===== src/rtl/ripple_adder_4bit.sv =====
// ripple_adder_4bit
//   Unsigned ripple-carry adder with carry-in and carry-out. It is a chain of
//   full-adder cells. Each cell is two half adders and an OR, and the carry
//   ripples from LSB to MSB. The sum and carry-out are combinational. A
//   registered copy of the result, with overflow and zero flags, is also
//   provided for pipelined datapaths.
// Ports
//   clk          rising-edge clock for the result registers
//   rst          async active-high reset; clears the result registers only
//   a, b         unsigned operands
//   carry_in     carry into bit 0
//   sum          combinational (a + b + carry_in) mod 2**WIDTH
//   carry_out    combinational carry out of the MSB cell
//   sum_q        registered sum
//   carry_out_q  registered carry_out
//   overflow_q   registered signed overflow (carry into MSB ^ carry out of MSB)
//   zero_q       registered sum == 0 flag (carry ignored)
module ripple_adder_4bit #(
    parameter int unsigned WIDTH = 4
) (
    input  logic             clk,
    input  logic             rst,
    input  logic [WIDTH-1:0] a,
    input  logic [WIDTH-1:0] b,
    input  logic             carry_in,
    output logic [WIDTH-1:0] sum,
    output logic             carry_out,
    output logic [WIDTH-1:0] sum_q,
    output logic             carry_out_q,
    output logic             overflow_q,
    output logic             zero_q
);

    // carry[i] is the carry into cell i; carry[WIDTH] leaves the MSB cell
    logic [WIDTH:0]   carry;
    logic [WIDTH-1:0] sum_w;

    assign carry[0] = carry_in;

    // Full-adder cells: half adder on (a,b), half adder on (partial, carry), OR of carries
    for (genvar i = 0; i < WIDTH; i++) begin : g_cell
        logic ha0_s;
        logic ha0_c;
        logic ha1_s;
        logic ha1_c;

        assign ha0_s        = a[i] ^ b[i];
        assign ha0_c        = a[i] & b[i];
        assign ha1_s        = ha0_s ^ carry[i];
        assign ha1_c        = ha0_s & carry[i];
        assign sum_w[i]     = ha1_s;
        assign carry[i+1]   = ha0_c | ha1_c;
    end

    assign sum       = sum_w;
    assign carry_out = carry[WIDTH];

    logic [WIDTH-1:0] sum_d;
    logic             carry_out_d;
    logic             overflow_d;
    logic             zero_d;

    // Next values for the result registers
    always_comb begin
        sum_d       = sum_w;
        carry_out_d = carry[WIDTH];
        overflow_d  = carry[WIDTH-1] ^ carry[WIDTH];
        zero_d      = (sum_w == WIDTH'(0));
    end

    // Result registers; zero_q resets to 0 even though sum_q resets to 0
    always_ff @(posedge clk or posedge rst) begin
        if (rst) begin
            sum_q       <= '0;
            carry_out_q <= 1'b0;
            overflow_q  <= 1'b0;
            zero_q      <= 1'b0;
        end else begin
            sum_q       <= sum_d;
            carry_out_q <= carry_out_d;
            overflow_q  <= overflow_d;
            zero_q      <= zero_d;
        end
    end

endmodule


===== config.mk =====
export PLATFORM = sky130hd
export DESIGN_NAME = ripple_adder_4bit
export DESIGN_NICKNAME = d
export VERILOG_FILES = /design/src/rtl/ripple_adder_4bit.sv
export SDC_FILE = /design/constraint.sdc
export NUM_CORES = 1
export LEC_CHECK = 0
export CAP_MARGIN = 5
export CORE_AREA = 2 2 39 41
export CTS_CLUSTER_DIAMETER = 60
export DETAILED_ROUTE_END_ITERATION = 10
export DIE_AREA = 0 0 41 43
export GPL_TIMING_DRIVEN = 0
export PLACE_DENSITY_LB_ADDON = 0.3
export SYNTH_ARGS = -nofsm -noshare
export SYNTH_HDL_FRONTEND = slang
export SYNTH_SLANG_ARGS = --single-unit

===== constraint.sdc =====
create_clock -name clk -period 6.59 [get_ports clk]
set_input_delay 1.6475 -clock clk [delete_from_list [all_inputs] [get_ports clk]]
set_output_delay 1.6475 -clock clk [all_outputs]
set_load 0.03 [all_outputs]

==> results.py, run 1 <==
metrics = {
    "logic_synthesis": {
        "syn_avg_cell_area_sq_um": 14.42,
        "ys_warn_count": 0,
        "ys_seq_area_share_pct": 52.83,
        "synthArstFlopShare_pct": 100.0,
        "synth_top_area_share_pct": 52.83,
        "yosysMostFrequentCell": "dfrtp_1",
        "synthCells": 23,
        "syn_area_sq_um": 331.6,
        "synth_top_cell_by_area": "dfrtp_1",
        "synth_nets": 38,
        "synth_top_flop_cell": "dfrtp_1",
        "yosys-top-cells-area": "dfrtp_1, fa_1, buf_4",
        "synthTopCellsByCount": "dfrtp_1, inv_1, buf_4, fa_1",
        "ys_ff_latch": 7,
        "yosysUniqueCellTypes": 6,
        "synth_edf_count": 0,
    },
    "route": {
        "viasPerCell": 3.538,
        "drt_first_pass_iters": 2,
        "drt_iter0_markers": 1,
        "drt-total-wl_um": 539,
        "wl_per_cell_um": 8.292,
        "vias": 230,
        "ant_nets": 0,
        "route.detailed.drc": 0,
    },
    "clock_network": {
        "cts.sinks": 7,
        "htree_num_levels": 1,
        "path_clk_slew_ns": 0.05,
        "clockRootBuffer": "clkbuf_4",
        "tritoncts": "yes",
        "clockBufferDepth": 2,
        "ctsResizeCount": 0,
        "post_cts_buffers": 0,
        "postCtsHoldBufs": 0,
        "cts_inserted_buffers": 3,
    },
    "cells_and_area": {
        "fillers": 138,
        "area_delta_synth_final_pct": 80.38,
        "fin_nets": 65,
        "design_area_sq_um": 598.1,
        "num_antenna_cells": 0,
        "drive_gt1_share_pct": 16.33,
    },
    "worst_setup_path": {
        "path_buf_inv": 5,
        "critical_path_peak_fanout": 2,
        "startpoint_type": "primary input",
        "end_kind": "output port",
        "critPathArrivalTime_ns": 4.68,
        "path_common_cell": "fa_1",
        "slowest_stage": "clkdlybuf4s50_1",
        "worst_ep_required_time_ns": 4.94,
        "critPathKind": "primary input to output port",
        "worst_path_dominant_cell_family": "adder cells",
        "slowest_delay_ns": 0.65,
        "path_cells": "clkdlybuf4s50_1 -> fa_1 -> fa_1 -> fa_1 -> inv_1 -> fa_1 -> inv_1 -> buf_4 -> clkdlybuf4s50_1",
    },
    "hold_path": {
        "worstHoldPathType": "primary input to asynchronous set/reset pin",
    },
    "power": {
        "power_frac_comb_pct": 46.1,
        "p_int_mw": 0.1086,
        "switching_share_pct": 32.90,
        "powerDensity_mw_per_mm2": 270.5,
        "clock_power_share_pct": 22.3,
        "ir_drop_v": 0.00008079,
        "p_switching_mw": 0.05323,
        "p_seq_share_pct": 31.6,
        "power_leakage_nw": 0.2690,
    },
    "timing": {
        "worstMarginPinSlew_ns": 0.3089,
        "fmax_mhz": 158.0,
        "tns_ns": 0,
        "min_period_ns": 6.328,
        "finalSetupViolCount": 0,
        "setup_ws_ns": 0.2624,
        "rsz0062_at_grt": "no",
        "fin_crit_sh_pct": 96.02,
        "max_slew_margin_pct": 79.34,
        "slew_violations": 0,
        "finalHoldViolations": 0,
    },
    "grt": {
        "overflow": 0,
        "grt.total_usage_pct": 8.495,
        "grt_pass1_wl_um": 966,
        "grt_pass1_vias": 242,
        "grt_max_degree": 8,
        "antenna_found_initial": 0,
    },
    "placed_design": {
        "io_buffers": 22,
        "pre_cts_ws_ns": 0.2596,
        "dpl-instance-area_sq_um": 571.8,
        "dp_hpwl_um": 490,
        "place_congestion": 0.5959,
    },
    "job": {
        "cap_violations": 0,
    },
    "die": {
        "num_rows": 14,
        "die_y_um": 43,
        "core-area_sq_mm": 0.001384,
        "ios": 23,
        "start_util_pct": 23.96,
        "die_area_sq_mm": 0.001763,
        "die_w_um": 41,
    },
    "status": {
        "outcome": "finished clean",
    },
}
==> flip-flops by register name, summed over array words and instances (netlist names) <==
register,count
overflow_q,1
sum_q,4
carry_out_q,1
zero_q,1
==> worst max path at each step <==
| stage | to | cells past startpoint | startpoint | slack [ns] |
|---|---|---|---|---|
| 2_1_floorplan | sum[3] | 7 | a[0] | 1.39 |
| 3_3_place_gp | sum[3] | 9 | a[0] | 0.26 |
| 6_report | sum[3] | 9 | a[0] | 0.26 |
| 4_1_cts | sum[3] | 9 | a[0] | 0.24 |
| 5_1_grt | sum[3] | 9 | a[0] | 0.13 |
| 3_5_place_dp | sum[3] | 9 | a[0] | 0.26 |
==> cell families after synthesis <==
kind of cell  after synthesis  synth area share (%)
xor+xnor                    1                 2.642
fa+ha+maj                   4                 24.15
buf+inv                    10                 15.85
simple gates                1                 4.527
flops                       7                 52.83
==> per-layer routing <==
metal | global-route usage (%) | share of wire (%) | vias to the layer above
met5 | 0 | 0 | -
met4 | 6.000 | 0 | 0
met3 | 3.141 | 7.6 | 0
met2 | 13.13 | 59 | 14
met1 | 8.904 | 34 | 104
li1 | - | - | 112
==> layout make-up <==
type | instances | area (sq um) | share of cell area (%)
plain buffers | 4 | 30.03 | 5.021
clock buffers | 4 | 26.28 | 4.393
inverters | 6 | 22.52 | 3.766
multi-input cells | 6 | 103.9 | 17.36
flip-flops and latches | 7 | 175.2 | 29.29
well taps | 16 | 20.02 | 3.347
repair buffers | 22 | 220.2 | 36.82
==> layout by cell type (no fill, tap or decap) <==
cell type and n:
clkdlybuf4s50_1 22, dfrtp_1 7, inv_1 6, fa_1 4, buf_4 4, clkbuf_4 3
xnor2_1 1, nor4b_2 1, clkbuf_1 1
==> per-stage QoR <==
stage	utilization (%)	std cells	power (mW)	hold slack, ns
floorplan	-	23	0.09509	1.451
global placement	41.32	61	0.1269	1.891
detailed placement	41.32	61	0.1272	1.896
CTS	43.22	65	0.1643	1.646
global route	43.22	65	0.1718	1.668
finish	43.22	65	0.1618	1.638
==> power by group through the flow <==
stage	Sequential, mW	Combinational, mW	Clock [mW]
floorplan	0.0664	0.0286	0
finish	0.0511	0.0745	0.0361
detailed placement	0.0519	0.0752	0
global route	0.0518	0.0799	0.0401
global placement	0.0520	0.0749	0
CTS	0.0512	0.0755	0.0375
No activity file was read; power rests on OpenSTA's default activity.
==> inputs of run 2 (changes only) <==
CTS_CLUSTER_DIAMETER = 100   (was 60)
==> results of run 2 <==
The final DEF is identical to that of run 1; final timing and power are the same.
==> inputs of run 3 (changes only) <==
CAP_MARGIN = default   (was 5)
CORE_AREA = 3 3 40 42   (was 2 2 39 41)
DIE_AREA = 0 0 43 45   (was 0 0 41 43)
==> results.py, run 3 (synthesis results as in run 1) <==
metrics = {
    "die": {
        "core-area_sq_mm": 0.001285,
        "ios": 23,
        "start_util_pct": 25.80,
        "die_w_um": 43,
        "die_y_um": 45,
        "num_rows": 13,
        "die_area_sq_mm": 0.001935,
    },
    "timing": {
        "fmax_mhz": 158.0,
        "tns_ns": 0,
        "max_slew_margin_pct": 79.31,
        "fin_crit_sh_pct": 96.05,
        "min_period_ns": 6.330,
        "finalHoldViolations": 0,
        "finalSetupViolCount": 0,
        "slew_violations": 0,
        "rsz0062_at_grt": "no",
        "worstMarginPinSlew_ns": 0.3093,
    },
    "placed_design": {
        "placed_cells": 60,
        "io_buffers": 22,
        "place_congestion": 0.6105,
        "dp_hpwl_um": 513.9,
    },
    "route": {
        "ant_nets": 0,
        "route.detailed.drc": 0,
        "drt-total-wl_um": 578,
        "vias": 236,
        "drt_iter0_markers": 0,
        "viasPerCell": 3.688,
        "wl_per_cell_um": 9.031,
        "drt_first_pass_iters": 1,
    },
    "cells_and_area": {
        "final_cell_mix": "clkdlybuf4s50_1, dfrtp_1, inv_1, fa_1, buf_4",
        "top_register": "sum_q",
        "largest_register_ffs": 4,
        "fin_cells": 64,
        "area_delta_synth_final_pct": 80.00,
        "final_common_cell": "clkdlybuf4s50_1",
        "drive_gt1_share_pct": 16.33,
        "num_antenna_cells": 0,
        "fin_nets": 65,
    },
    "power": {
        "clock_power_share_pct": 22.9,
        "power_frac_comb_pct": 45.6,
        "power_leakage_nw": 0.2690,
        "ir_drop_v": 0.00007771,
        "p_int_mw": 0.1086,
        "switching_share_pct": 33.33,
        "p_seq_share_pct": 31.5,
        "p_switching_mw": 0.05430,
        "powerDensity_mw_per_mm2": 273.0,
    },
    "worst_setup_path": {
        "startpoint_type": "primary input",
        "slowest_stage": "clkdlybuf4s50_1",
        "path_buf_inv": 5,
        "end_kind": "output port",
        "path_common_cell": "fa_1",
        "critPathKind": "primary input to output port",
        "slowest_delay_ns": 0.65,
        "worst_ep_required_time_ns": 4.94,
        "critPathArrivalTime_ns": 4.68,
        "worst_path_dominant_cell_family": "adder cells",
        "critical_path_peak_fanout": 2,
        "path_cells": "clkdlybuf4s50_1 -> fa_1 -> fa_1 -> fa_1 -> inv_1 -> fa_1 -> inv_1 -> buf_4 -> clkdlybuf4s50_1",
    },
    "grt": {
        "antenna_found_initial": 0,
        "grt.total_usage_pct": 7.542,
        "grt_max_degree": 8,
        "overflow": 0,
        "grt_pass1_wl_um": 993,
        "grt_pass1_vias": 248,
    },
    "clock_network": {
        "path_clk_slew_ns": 0.05,
        "cts.sinks": 7,
        "clockBufferDepth": 2,
        "tritoncts": "yes",
        "postCtsHoldBufs": 0,
        "ctsResizeCount": 0,
        "clockRootBuffer": "clkbuf_4",
        "htree_num_levels": 1,
        "post_cts_buffers": 0,
        "cts_inserted_buffers": 3,
    },
    "status": {
        "outcome": "finished clean",
    },
    "hold_path": {
        "worstHoldPathType": "primary input to asynchronous set/reset pin",
    },
    "job": {
        "cap_violations": 0,
    },
}
-- run 3: cell counts in the layout (fill, tap and decap cells not counted) --
Identical to the previous run, type by type.
-- run 3: power groups by stage --
stage                     registers [mW]  logic [mW]  clock network (mW)
after floorplan                   0.0664      0.0286                   0
after global placement            0.0519      0.0750                   0
after detailed placement          0.0521      0.0755                   0
after CTS                         0.0514      0.0755              0.0388
after global routing              0.0526      0.0782              0.0394
final                             0.0513      0.0743              0.0373
-- run 3: how the worst max path moves through the flow --
stage / from / to / cells past startpoint
floorplan: a[0] / sum[3] / 7
global placement: a[0] / sum[3] / 9
detailed placement: a[0] / sum[3] / 9
CTS: a[0] / sum[3] / 9
global route: a[0] / sum[3] / 9
finish: a[0] / sum[3] / 9
-- run 3: metrics by stage --
step / utilization [%] / power, mW / instance area [sq um] / hold slack, ns / setup WS (ns)
floorplan: - / 0.09509 / 331.6 / 1.451 / 1.393
global placement: 44.40 / 0.1269 / 570.5 / 1.884 / 0.2606
detailed placement: 44.40 / 0.1276 / 570.5 / 1.881 / 0.2458
CTS: 46.45 / 0.1657 / 596.8 / 1.623 / 0.2350
global route: 46.45 / 0.1703 / 596.8 / 1.653 / 0.1610
finish: 46.45 / 0.1629 / 596.8 / 1.623 / 0.2604
-- run 3: cell type report --
cell class	count	area [sq um]
fill	130	688.2
clock buffer	4	26.28
multi-input combinational	6	103.9
buffer	4	30.03
sequential	7	175.2
timing repair buffer	22	220.2
inverter	6	22.52
tap	15	18.77
-- run 3: layer usage --
layer,routed length [um],GRT usage (%),vias up
met5,0,0,-
met4,0,10.84,0
met3,44,0,0
met2,346,11.98,14
met1,188,7.868,109
li1,-,-,113
